==> config.mk <==
export PLATFORM = sky130hd
export DESIGN_NAME = rtc_aou_counter
export DESIGN_NICKNAME = d
export VERILOG_FILES = /design/src/rtl/rtc_aou_counter.sv
export SDC_FILE = /design/constraint.sdc
export NUM_CORES = 1
export LEC_CHECK = 0
export CORE_MARGIN = 1
export CORE_UTILIZATION = 48
export DETAILED_ROUTE_END_ITERATION = 10
export GPL_ROUTABILITY_DRIVEN = 0
export PLACE_DENSITY = 0.89
export SYNTH_ARGS = -nofsm -noshare
export SYNTH_HDL_FRONTEND = slang
export SYNTH_SLANG_ARGS = --single-unit
==> constraint.sdc <==
create_clock -name pclk_gate -period 2.85 [get_ports pclk_gate]
set_input_delay 0.4275 -clock pclk_gate [delete_from_list [all_inputs] [get_ports pclk_gate]]
set_output_delay 0.4275 -clock pclk_gate [all_outputs]
set_load 0.05 [all_outputs]
==> src/rtl/rtc_aou_counter.sv <==
// rtc_aou_counter: always-on RTC time base.
// Runs a prescaler and the current-count register (CCVR), and raises a match
// interrupt when CCVR equals match_val on a prescaler tick.
// Optional feature macro: RTC_AOU_ETB_MATCH_EN adds the rtc_etb_match output,
// a registered one-cycle pulse per match tick.
module rtc_aou_counter #(
  parameter int CNT_W = 32,
  parameter int DIV_W = 20
) (
  input  logic             pclk_gate,
  input  logic             presetn,
  input  logic             cnt_en,
  input  logic             wrap_en,
  input  logic             intr_en,
  input  logic             intr_mask,
  input  logic [CNT_W-1:0] match_val,
  input  logic [DIV_W-1:0] rtcclkdivcfg,
  input  logic             pdu_aou_wen_lr,
  input  logic [CNT_W-1:0] pwdata,
  input  logic             pdu_aou_eoi,
  output logic [CNT_W-1:0] aou_pdu_ccvr,
  output logic             aou_pdu_raw_intr,
  output logic             rtc_intr
`ifdef RTC_AOU_ETB_MATCH_EN
  ,
  output logic             rtc_etb_match
`endif
);

  logic [DIV_W-1:0] div_cnt_reg;
  logic [DIV_W-1:0] div_cnt_next;
  logic [CNT_W-1:0] ccvr_reg;
  logic [CNT_W-1:0] ccvr_next;
  logic             raw_stat_reg;
  logic             raw_stat_next;

  logic             div_bypass;
  logic             div_expired;
  logic             tick_raw;
  logic             tick;
  logic             match_hit;

  // Tick generation: divisors 0 and 1 tick every cycle; otherwise tick once the
  // count reaches divisor-1. Using >= lets a lowered divisor take effect on the
  // very next cycle instead of waiting for the counter to wrap its full width.
  // A load write always wins, so a same-cycle tick (and its match) is dropped.
  always_comb begin
    div_bypass  = (rtcclkdivcfg <= DIV_W'(1));
    div_expired = (div_cnt_reg >= (rtcclkdivcfg - DIV_W'(1)));
    tick_raw    = cnt_en & (div_bypass | div_expired);
    tick        = tick_raw & ~pdu_aou_wen_lr;
    match_hit   = tick & (ccvr_reg == match_val);
  end

  // Next-state for prescaler, count and raw status.
  always_comb begin
    // Prescaler holds at zero while disabled, so counting always starts from
    // a full period when cnt_en rises.
    div_cnt_next = div_cnt_reg + DIV_W'(1);
    if (pdu_aou_wen_lr || !cnt_en || tick_raw) begin
      div_cnt_next = '0;
    end

    // Count: load > tick (wrap-to-zero on match, else increment) > hold.
    // Increment wraps silently modulo 2^CNT_W.
    ccvr_next = ccvr_reg;
    if (pdu_aou_wen_lr) begin
      ccvr_next = pwdata;
    end else if (tick) begin
      if (match_hit && wrap_en) begin
        ccvr_next = '0;
      end else begin
        ccvr_next = ccvr_reg + CNT_W'(1);
      end
    end

    // Raw status: disabled interrupts clear it; a new match beats a same-cycle
    // end-of-interrupt so no event is lost.
    raw_stat_next = raw_stat_reg;
    if (!intr_en) begin
      raw_stat_next = 1'b0;
    end else if (match_hit) begin
      raw_stat_next = 1'b1;
    end else if (pdu_aou_eoi) begin
      raw_stat_next = 1'b0;
    end
  end

  // State registers with asynchronous active-low reset.
  always_ff @(posedge pclk_gate or negedge presetn) begin
    if (!presetn) begin
      div_cnt_reg  <= '0;
      ccvr_reg     <= '0;
      raw_stat_reg <= 1'b0;
    end else begin
      div_cnt_reg  <= div_cnt_next;
      ccvr_reg     <= ccvr_next;
      raw_stat_reg <= raw_stat_next;
    end
  end

`ifdef RTC_AOU_ETB_MATCH_EN
  logic etb_match_reg;

  // Match pulse for the ETB, independent of interrupt enable/mask and wrap.
  always_ff @(posedge pclk_gate or negedge presetn) begin
    if (!presetn) begin
      etb_match_reg <= 1'b0;
    end else begin
      etb_match_reg <= match_hit;
    end
  end

  assign rtc_etb_match = etb_match_reg;
`endif

  assign aou_pdu_ccvr     = ccvr_reg;
  assign aou_pdu_raw_intr = raw_stat_reg;
  assign rtc_intr         = raw_stat_reg & ~intr_mask;

endmodule

==> results.py, run 1 <==
metrics = {
    "yosys": {
        "netlist_area_mm2": 0.00422,
        "synth_top_area_frac": 0.314,
        "synth.distinct_cells": 52,
        "synth-seq-cells": 53,
        "syn_nets": 618,
        "ys_seq_area_frac": 0.314,
        "synth_edf_count": 0,
        "synth_ff_type": "dfrtp_1",
        "avgSynthCellArea_um2": 8.40,
        "async_flop_share": 1.00,
        "synth_area_leaders": "dfrtp_1 31%, xor2_1 10%, ha_1 7.1%",
        "ys_warn_count": 0,
        "synthCells": 502,
        "synth_top_area_cell": "dfrtp_1",
    },
    "routing": {
        "wirelength_um": 16300,
        "drc": 0,
        "first_iter_violations": 482,
        "routedWlPerCell_um": 20.4,
        "top_layer": "met4",
        "first_pass_iters": 5,
        "viasPerCell": 6.35,
        "route.met3.wl_um": 1760,
        "wl_met1_um": 5680,
        "wl_met2_um": 7920,
        "vias": 5060,
        "final_antenna_net_count": 0,
    },
    "finish": {
        "finalNonFillerCells": 797,
        "final_common_cell": "clkdlybuf4s50_1",
        "syn_to_final_growth_pct": 59.7,
        "final_core_util": 0.808,
        "largest_reg_flops": 32,
        "drive_gt1_frac": 0.224,
        "diodes": 0,
        "layout_common_cells": "120 x clkdlybuf4s50_1, 60 x buf_4, 53 x dfrtp_1",
        "nets": 807,
    },
    "cts": {
        "cts.reportedPaths.clkPinSlew_ps": 100,
        "cts_max_path_buffers": 2,
        "cts_tree": "yes",
        "cts_root_buffer": "clkbuf_8",
        "htreeDepth": 2,
        "hold_buffers": 0,
        "clk_latency_ps": 320,
        "numCtsBuffers": 5,
        "numClockSinks": 53,
    },
    "place": {
        "dpl.hpwl_um": 10300,
        "placed_cells": 773,
        "io_buffers": 125,
    },
    "timing": {
        "fin_ws_ps": -740,
        "maxSlewViolCount": 0,
        "finalHoldViolations": 0,
        "tightest_slew_ps": 707,
        "whs_ps": 61.3,
        "layout_min_cycle_time_ps": 3590,
        "timing.final.crit_share": 1.26,
        "fin_skew_ps": 5.70,
        "maxSlewHeadroom": 0.525,
        "max_clock_freq_mhz": 279,
        "rsz0062_at_grt": "yes",
        "finalSetupViolations": 53,
        "setup_tns_ps": -28970,
    },
    "pwr": {
        "peakVddDrop_mv": 0.242,
        "p_leak_nw": 2.78,
        "p_per_area_mw_per_mm2": 338,
    },
    "floorplan": {
        "die_w_um": 95.8,
        "dieHeight_um": 95.8,
        "coreArea_mm2": 0.00834,
        "dieArea_mm2": 0.00917,
        "ioPinCount": 126,
        "initial_core_util": 0.506,
        "rows": 33,
    },
    "setup_path": {
        "required_ps": 3050,
        "worst_setup_path_start_kind": "input pin",
        "crit_type": "input pin to flip-flop",
        "crit_path_end_kind": "flip-flop",
        "arrival_ps": 3790,
        "crit_fanout": 7,
    },
    "worst_hold_path": {
        "min_path_type": "input pin to async pin",
    },
    "grt": {
        "grt_pass1_vias": 5079,
        "grt-ovfl-total": 0,
        "grt_usage": 0.359,
        "grt_max_degree": 34,
        "antenna_found_initial": 0,
        "grt_pass1_wl_um": 24800,
    },
    "run": {
        "cap_violations": 0,
    },
    "run_status": {
        "failed_checks": "setup timing",
        "status": "finished, violations left",
    },
}
[synth_stat cells (2+ instances only)]
cell       count
clkbuf_1      15
nor4_1        17
nor3_2         2
o21ai_0       28
mux2i_1        2
a2bb2oi_1     23
nor3b_1        2
xnor2_1       19
nor2b_1        7
buf_2          5
xor2_1        48
or3_1          2
dfrtp_1       53
a21o_1         6
nand2_1       33
nor3_1        19
nand2b_1       3
a221o_1        2
buf_6          2
and2_1         3
a41oi_1        2
o22ai_1        3
nand4_1       11
nand3_1       17
a21oi_1       20
and3_1         9
a31oi_1       20
and4_1         2
o21a_1         3
o31a_1         2
nor2_1        58
inv_1         21
ha_1          24
[routing by layer]
layer,up-vias,global-route usage
met4,0,0.188
met3,98,0.0774
met1,2331,0.410
li1,2191,-
met5,-,0
met2,440,0.629
[power by group]
part / switching, mW / leakage [nW] / internal, mW / total [mW]
registers: 0.104 / 0.653 / 0.794 / 0.899
logic: 0.418 / 2.05 / 0.347 / 0.765
clock network: 0.264 / 0.0681 / 0.349 / 0.613
[area by class of cell]
class	instances	area, um2
multi-input cells	405	3060
clock buffers	5	68.8
well taps	105	131
clock inverters	3	65.1
inverters	22	82.6
repair buffers	204	2000
fillers	461	1600
flip-flops and latches	53	1330
[critical path, stage by stage]
cell and delay (ps):
clkdlybuf4s50_1 440, nor3_2 230, buf_4 140, buf_4 110
nand2_1 100, nor2b_4 160, nand2_2 70, buf_4 130
xor2_1 140, ha_1 290, nand2_2 70, nor3_2 200
nand2_1 90, o211a_4 250, a21o_4 230, buf_6 120
buf_12 140, buf_8 140, mux2i_1 200, o21ai_1 100
[stage by stage]
step / area, um2 / setup slack, ps / power, mW
after floorplan: 4300 / -528 / 1.24
after global placement: 6070 / -1140 / 1.58
after detailed placement: 6070 / -1290 / 1.60
after CTS: 6600 / -748 / 2.22
after global routing: 6740 / -891 / 2.36
final: 6740 / -740 / 2.28
[kinds of logic after synthesis]
group	after synthesis	synth area share
AOI/OAI and AO/OA	120	0.194
xor gates and xnor gates	67	0.139
adders and majority gates	24	0.0712
buffers and inverters	44	0.0442
DFF	53	0.314
muxes	2	0.00475
and+or+nand+nor	192	0.232
[worst paths after layout]
kind	startpoint	endpoint	slack, ps	cells after the start
max in group asynchronous	presetn	aou_pdu_ccvr[0]$_DFFE_PN0P_	1960	2
worst max-delay path	rtcclkdivcfg[4]	aou_pdu_ccvr[0]$_DFFE_PN0P_	-740	20
min in group pclk_gate	div_cnt_reg[0]$_DFF_PN0_	div_cnt_reg[0]$_DFF_PN0_	540	1
worst min register to register	div_cnt_reg[0]$_DFF_PN0_	div_cnt_reg[0]$_DFF_PN0_	540	1
worst min-delay path	presetn	aou_pdu_ccvr[10]$_DFFE_PN0P_	60	1
worst max register to register	aou_pdu_ccvr[0]$_DFFE_PN0P_	aou_pdu_ccvr[26]$_DFFE_PN0P_	-50	9
[repair_timing]
| item | CTS | global route |
|---|---|---|
| endpoints found under the setup margin | 53 | 53 |
| setup buffers | 11 | 2 |
| gates cloned | 3 | 0 |
| pin swaps | 41 | 10 |
| resized for setup | 81 | 25 |
Note: power is estimated with default switching activity, not from simulation.
==> run 2: changes to the inputs <==
--- a/config.mk
+++ b/config.mk
@@ -9,7 +9,9 @@
 export CORE_UTILIZATION = 48
 export DETAILED_ROUTE_END_ITERATION = 10
 export GPL_ROUTABILITY_DRIVEN = 0
+export MAX_ROUTING_LAYER = met4
 export PLACE_DENSITY = 0.89
+export RECOVER_POWER = 100
 export SYNTH_ARGS = -nofsm -noshare
 export SYNTH_HDL_FRONTEND = slang
 export SYNTH_SLANG_ARGS = --single-unit
==> run 2 against run 1 <==
  * The flow still finishes with violations (setup timing)
  * Combinational power is 2% lower
  * Clock power is 0.7% higher
  * Highest routed layer unchanged
  * Global-route usage is 1.1 points higher
  * Largest power group unchanged
  * Cell count is 0.13% higher
  * Sequential cell count stayed put
==> results.py, run 2 (synthesis gave the netlist of run 1 again) <==
metrics = {
    "timing": {
        "layout_min_cycle_time_ps": 3600,
        "rsz0062_at_grt": "yes",
        "finalSetupViolations": 53,
        "finalHoldViolations": 0,
        "maxSlewViolCount": 0,
        "maxSlewHeadroom": 0.201,
        "max_clock_freq_mhz": 278,
        "tightest_slew_ps": 1200,
        "timing.final.crit_share": 1.26,
        "setup_tns_ps": -29690,
        "whs_ps": 324,
        "fin_skew_ps": 3.78,
        "fin_ws_ps": -749,
    },
    "setup_path": {
        "crit_path_end_kind": "flip-flop",
        "arrival_ps": 3800,
        "crit_chain": "clkdlybuf4s50_1 -> nor3_2 -> buf_4 -> buf_4 -> nand2_1 -> nor2b_4 -> nand2_2 -> buf_4 -> xor2_1 -> ha_1 -> nand2_2 -> nor3_2 -> nand2_1 -> o211a_4 -> a21o_4 -> buf_6 -> buf_12 -> buf_8 -> mux2i_1 -> o21ai_1",
        "cp_slowest_cell": "clkdlybuf4s50_1",
        "worst_setup_path_start_kind": "input pin",
        "critPathMaxStageDelay_ps": 440,
        "crit_top_cell": "buf_4",
        "crit_fanout": 7,
        "required_ps": 3050,
        "crit_type": "input pin to flip-flop",
    },
    "pwr": {
        "seqPwrFrac": 0.397,
        "p_leak_nw": 2.77,
        "swShare": 0.348,
        "p_per_area_mw_per_mm2": 336,
        "power_frac_comb": 0.331,
        "clkPwrFrac": 0.273,
        "p_total_mw": 2.26,
        "peakVddDrop_mv": 0.235,
        "p_int_mw": 1.47,
        "p_switching_mw": 0.788,
    },
    "grt": {
        "antenna_found_initial": 0,
        "grt_usage": 0.370,
        "grt_max_degree": 34,
        "grt_pass1_wl_um": 24800,
        "met2_usage": 0.627,
        "grt_pass1_vias": 5079,
        "use_met3": 0.0727,
        "grt-busiest-layer": "met2",
        "grt-ovfl-total": 0,
        "use_met1": 0.413,
    },
    "finish": {
        "layout_common_cells": "87 x clkdlybuf4s50_1, 59 x buf_4, 53 x dfrtp_1",
        "final_common_cell": "clkdlybuf4s50_1",
        "nets": 807,
        "syn_to_final_growth_pct": 59.6,
        "finalNonFillerCells": 798,
        "largest_reg_flops": 32,
        "drive_gt1_frac": 0.223,
    },
    "run_status": {
        "status": "finished, violations left",
        "failed_checks": "setup timing",
    },
    "routing": {
        "first_pass_iters": 6,
        "vias": 5088,
        "wirelength_um": 16400,
        "first_iter_violations": 452,
        "routedWlPerCell_um": 20.5,
        "viasPerCell": 6.38,
        "final_antenna_net_count": 0,
        "drc": 0,
    },
    "floorplan": {
        "coreArea_mm2": 0.00834,
        "dieHeight_um": 95.8,
        "rows": 33,
        "initial_core_util": 0.506,
        "die_w_um": 95.8,
        "dieArea_mm2": 0.00917,
        "ioPinCount": 126,
    },
    "cts": {
        "htreeDepth": 2,
        "cts_root_buffer": "clkbuf_8",
        "clk_latency_ps": 320,
        "cts_tree": "yes",
        "numCtsBuffers": 5,
        "cts.reportedPaths.clkPinSlew_ps": 100,
        "hold_buffers": 0,
        "numClockSinks": 53,
        "cts_max_path_buffers": 2,
    },
    "worst_hold_path": {
        "min_path_type": "input pin to async pin",
    },
    "run": {
        "cap_violations": 0,
    },
    "place": {
        "io_buffers": 125,
        "placed_cells": 773,
        "dpl.hpwl_um": 10300,
    },
}
run 2: cell count changes in the layout (fill, tap and decap cells not counted):
cell,delta
clkdlybuf4s50_1,-33
dlygate4sd3_1,+33
buf_2,-1
clkbuf_2,+1
clkbuf_1,+1
diode_2,+1
buf_4,-1
run 2: metrics by stage:
step / utilization / worst slack, ps / area (um2)
detailed placement: 0.728 / -1290 / 6070
floorplan: - / -528 / 4300
global placement: 0.728 / -1140 / 6070
finish: 0.808 / -749 / 6740
CTS: 0.792 / -748 / 6600
global route: 0.807 / -893 / 6730
run 2: area by class of cell:
class / count / area, um2
repair buffers: 204 / 1990
inverters: 22 / 82.6
clock inverters: 3 / 65.1
clock buffers: 5 / 68.8
well taps: 105 / 131
diodes: 1 / 2.50
fillers: 462 / 1610
flip-flops and latches: 53 / 1330
multi-input cells: 405 / 3060
run 2: worst paths after layout:
check | from | to | slack, ps | cells past startpoint
setup / recovery | rtcclkdivcfg[4] | aou_pdu_ccvr[0]$_DFFE_PN0P_ | -750 | 20
hold / removal | presetn | aou_pdu_raw_intr$_DFFE_PN0P_ | 320 | 1
setup reg to reg | aou_pdu_ccvr[0]$_DFFE_PN0P_ | aou_pdu_ccvr[26]$_DFFE_PN0P_ | 10 | 9
hold reg to reg | div_cnt_reg[0]$_DFF_PN0_ | div_cnt_reg[0]$_DFF_PN0_ | 540 | 1
max in group asynchronous | presetn | aou_pdu_ccvr[0]$_DFFE_PN0P_ | 1060 | 2
min in group pclk_gate | div_cnt_reg[0]$_DFF_PN0_ | div_cnt_reg[0]$_DFF_PN0_ | 540 | 1
run 2: what timing repair did:
action	CTS	global route
endpoints found under the setup margin	53	53
buffers inserted	11	2
gates cloned	3	0
pin swaps	41	10
gates resized for setup	81	25
run 2: layer usage:
layer / vias up / share of wire
li1: 2194 / -
met1: 2375 / 0.35
met2: 406 / 0.49
met3: 113 / 0.11
met4: 0 / 0.057
met5: - / 0
run 2: power groups by stage:
stage / sequential [mW] / combinational (mW) / clock, mW
2_1_floorplan: 1.02 / 0.218 / 0
3_3_place_gp: 0.895 / 0.688 / 0
3_5_place_dp: 0.896 / 0.705 / 0
4_1_cts: 0.889 / 0.727 / 0.604
5_1_grt: 0.902 / 0.790 / 0.647
6_report: 0.897 / 0.749 / 0.617
run 2: worst max-delay path: cells and delay by family:
| kind | cells | cell delay [ps] |
|---|---|---|
| adder cells (fa/ha/maj) | 1 | 290 |
| XOR/XNOR | 1 | 140 |
| AO/OA/AOI/OAI | 3 | 570 |
| AND/OR/NAND/NOR | 7 | 920 |
| multiplexers | 1 | 200 |
| buffers and inverters | 7 | 1220 |
==> run 3: changes to the inputs <==
--- a/config.mk
+++ b/config.mk
@@ -6,11 +6,11 @@
 export NUM_CORES = 1
 export LEC_CHECK = 0
 export CORE_MARGIN = 1
-export CORE_UTILIZATION = 48
+export CORE_UTILIZATION = 40
 export DETAILED_ROUTE_END_ITERATION = 10
 export GPL_ROUTABILITY_DRIVEN = 0
 export MAX_ROUTING_LAYER = met4
-export PLACE_DENSITY = 0.89
+export PLACE_DENSITY = 0.78
 export RECOVER_POWER = 100
 export SYNTH_ARGS = -nofsm -noshare
 export SYNTH_HDL_FRONTEND = slang
==> run 3 against run 2 <==
  * The flow still finishes with violations (setup timing)
  * Sequential cell count is the same
  * First-iteration DRC count down 50%
  * Clock power shrank 22%
  * Via count down 6.8%
  * Register-to-register slack gained 60 ps
  * Critical endpoint is now aou_pdu_ccvr[2]$_DFFE_PN0P_
  * Sequential power shrank 1%
  * Wire length fell by 9.9%
  * Maximum frequency increased by 3.7%
  * Clock skew rose by 4.5 ps
  * Die area increased by 20%
  * Sequential share of layout area decreased by 0.16 points
==> results.py, run 3 (synthesis gave the netlist of run 1 again) <==
metrics = {
    "timing": {
        "maxSlewHeadroom": 0.0779,
        "timing.final.crit_share": 1.22,
        "whs_ps": 489,
        "tightest_slew_ps": 1380,
        "rsz0062_at_grt": "yes",
        "layout_min_cycle_time_ps": 3470,
        "max_clock_freq_mhz": 288,
        "setup_tns_ps": -27820,
        "finalHoldViolations": 0,
        "maxSlewViolCount": 0,
        "fin_ws_ps": -620,
        "fin_skew_ps": 8.32,
        "finalSetupViolations": 53,
    },
    "pwr": {
        "p_leak_nw": 2.81,
        "p_total_mw": 2.11,
        "peakVddDrop_mv": 0.229,
        "p_per_area_mw_per_mm2": 311,
    },
    "cts": {
        "cts_root_buffer": "clkbuf_8",
        "numCtsBuffers": 5,
        "cts_max_path_buffers": 2,
        "cts_tree": "yes",
        "cts.reportedPaths.clkPinSlew_ps": 100,
        "htreeDepth": 2,
        "numClockSinks": 53,
        "clk_latency_ps": 310,
    },
    "setup_path": {
        "cpLargestDelayFamily": "compound AO/OA/AOI/OAI gates",
        "cp.depth": 18,
        "worst_setup_path_start_kind": "input pin",
        "crit_type": "input pin to flip-flop",
        "cp_slowest_cell": "or4_4",
        "r2r_cells": 10,
        "crit_path_end_kind": "flip-flop",
        "arrival_ps": 3670,
        "critPathMaxStageDelay_ps": 560,
        "crit_chain": "buf_6 -> or4_4 -> nor4_4 -> buf_4 -> nand2_4 -> nor4_4 -> xnor2_1 -> ha_1 -> buf_4 -> a21o_1 -> a21o_1 -> a21oi_2 -> o211a_4 -> a21o_1 -> buf_12 -> buf_12 -> nor4_4 -> a221o_1",
        "crit_fanout": 8,
        "critPathBufInv": 5,
        "required_ps": 3050,
    },
    "routing": {
        "first_pass_iters": 5,
        "viasPerCell": 5.69,
        "wirelength_um": 14800,
        "final_antenna_net_count": 0,
        "routedWlPerCell_um": 17.7,
        "drc": 0,
        "vias": 4742,
        "first_iter_violations": 228,
    },
    "worst_hold_path": {
        "min_path_type": "input pin to async pin",
    },
    "place": {
        "pre_cts_slack_ps": -1300,
        "io_buffers": 125,
        "dpl.hpwl_um": 10200,
    },
    "run": {
        "cap_violations": 0,
    },
    "grt": {
        "grt-ovfl-total": 0,
        "grt_pass1_wl_um": 22800,
        "grt_max_degree": 54,
        "grt_usage": 0.266,
        "antenna_found_initial": 0,
        "grt_pass1_vias": 4780,
    },
    "finish": {
        "nets": 812,
        "syn_to_final_growth_pct": 60.9,
        "layout_common_cells": "84 x clkdlybuf4s50_1, 68 x buf_4, 53 x dfrtp_1",
        "diodes": 0,
        "final_core_util": 0.661,
        "drive_gt1_frac": 0.240,
        "largest_reg_flops": 32,
        "final_common_cell": "clkdlybuf4s50_1",
    },
    "floorplan": {
        "die_w_um": 105,
        "dieArea_mm2": 0.0110,
        "coreArea_mm2": 0.0103,
        "initial_core_util": 0.411,
        "dieHeight_um": 105,
        "rows": 37,
        "ioPinCount": 126,
    },
    "run_status": {
        "status": "finished, violations left",
        "failed_checks": "setup timing",
    },
}
-- run 3: layout make-up --
| cell class | count | area [um2] |
|---|---|---|
| Clock inverter | 1 | 5.00 |
| Tap cell | 136 | 170 |
| Fill cell | 825 | 3490 |
| Sequential cell | 53 | 1330 |
| Inverter | 22 | 82.6 |
| Timing Repair Buffer | 209 | 2000 |
| Multi-Input combinational cell | 405 | 3110 |
| Clock buffer | 7 | 96.3 |
-- run 3: what timing repair did --
action / in CTS / in global routing
buffers inserted: 10 / 7
hold buffers: 0 / 0
pin swaps: 33 / 31
setup endpoints to repair: 53 / 53
cloned: 2 / 3
resized for setup: 75 / 64
-- run 3: where the power goes --
part | leakage, nW | switching [mW] | internal, mW
combinational | 2.11 | 0.409 | 0.338
sequential | 0.653 | 0.0913 | 0.795
clock | 0.0542 | 0.260 | 0.220
total | 2.81 | 0.760 | 1.35
-- run 3: stage by stage --
stage | std cells | cell area (um2)
after global placement | 803 | 6080
after CTS | 823 | 6490
after global routing | 833 | 6790
final | 833 | 6790
after detailed placement | 803 | 6080
after floorplan | 502 | 4300
-- run 3: final timing paths --
check	from	end	slack, ps
hold reg to reg	div_cnt_reg[0]$_DFF_PN0_	div_cnt_reg[0]$_DFF_PN0_	570
setup reg to reg	aou_pdu_ccvr[12]$_DFFE_PN0P_	aou_pdu_ccvr[28]$_DFFE_PN0P_	70
min in group pclk_gate	div_cnt_reg[0]$_DFF_PN0_	div_cnt_reg[0]$_DFF_PN0_	570
setup / recovery	rtcclkdivcfg[8]	aou_pdu_ccvr[2]$_DFFE_PN0P_	-620
hold / removal	presetn	aou_pdu_ccvr[12]$_DFFE_PN0P_	490
max in group asynchronous	presetn	aou_pdu_ccvr[16]$_DFFE_PN0P_	1510
-- run 3: per-layer routing --
metal	vias to the layer above	track usage	share of wire	wire (um)
met5	-	-	0	0
met4	0	0.0845	0.026	386
met3	34	0.0324	0.067	989
met2	239	0.465	0.51	7520
met1	2258	0.320	0.40	5850
li1	2211	-	-	-
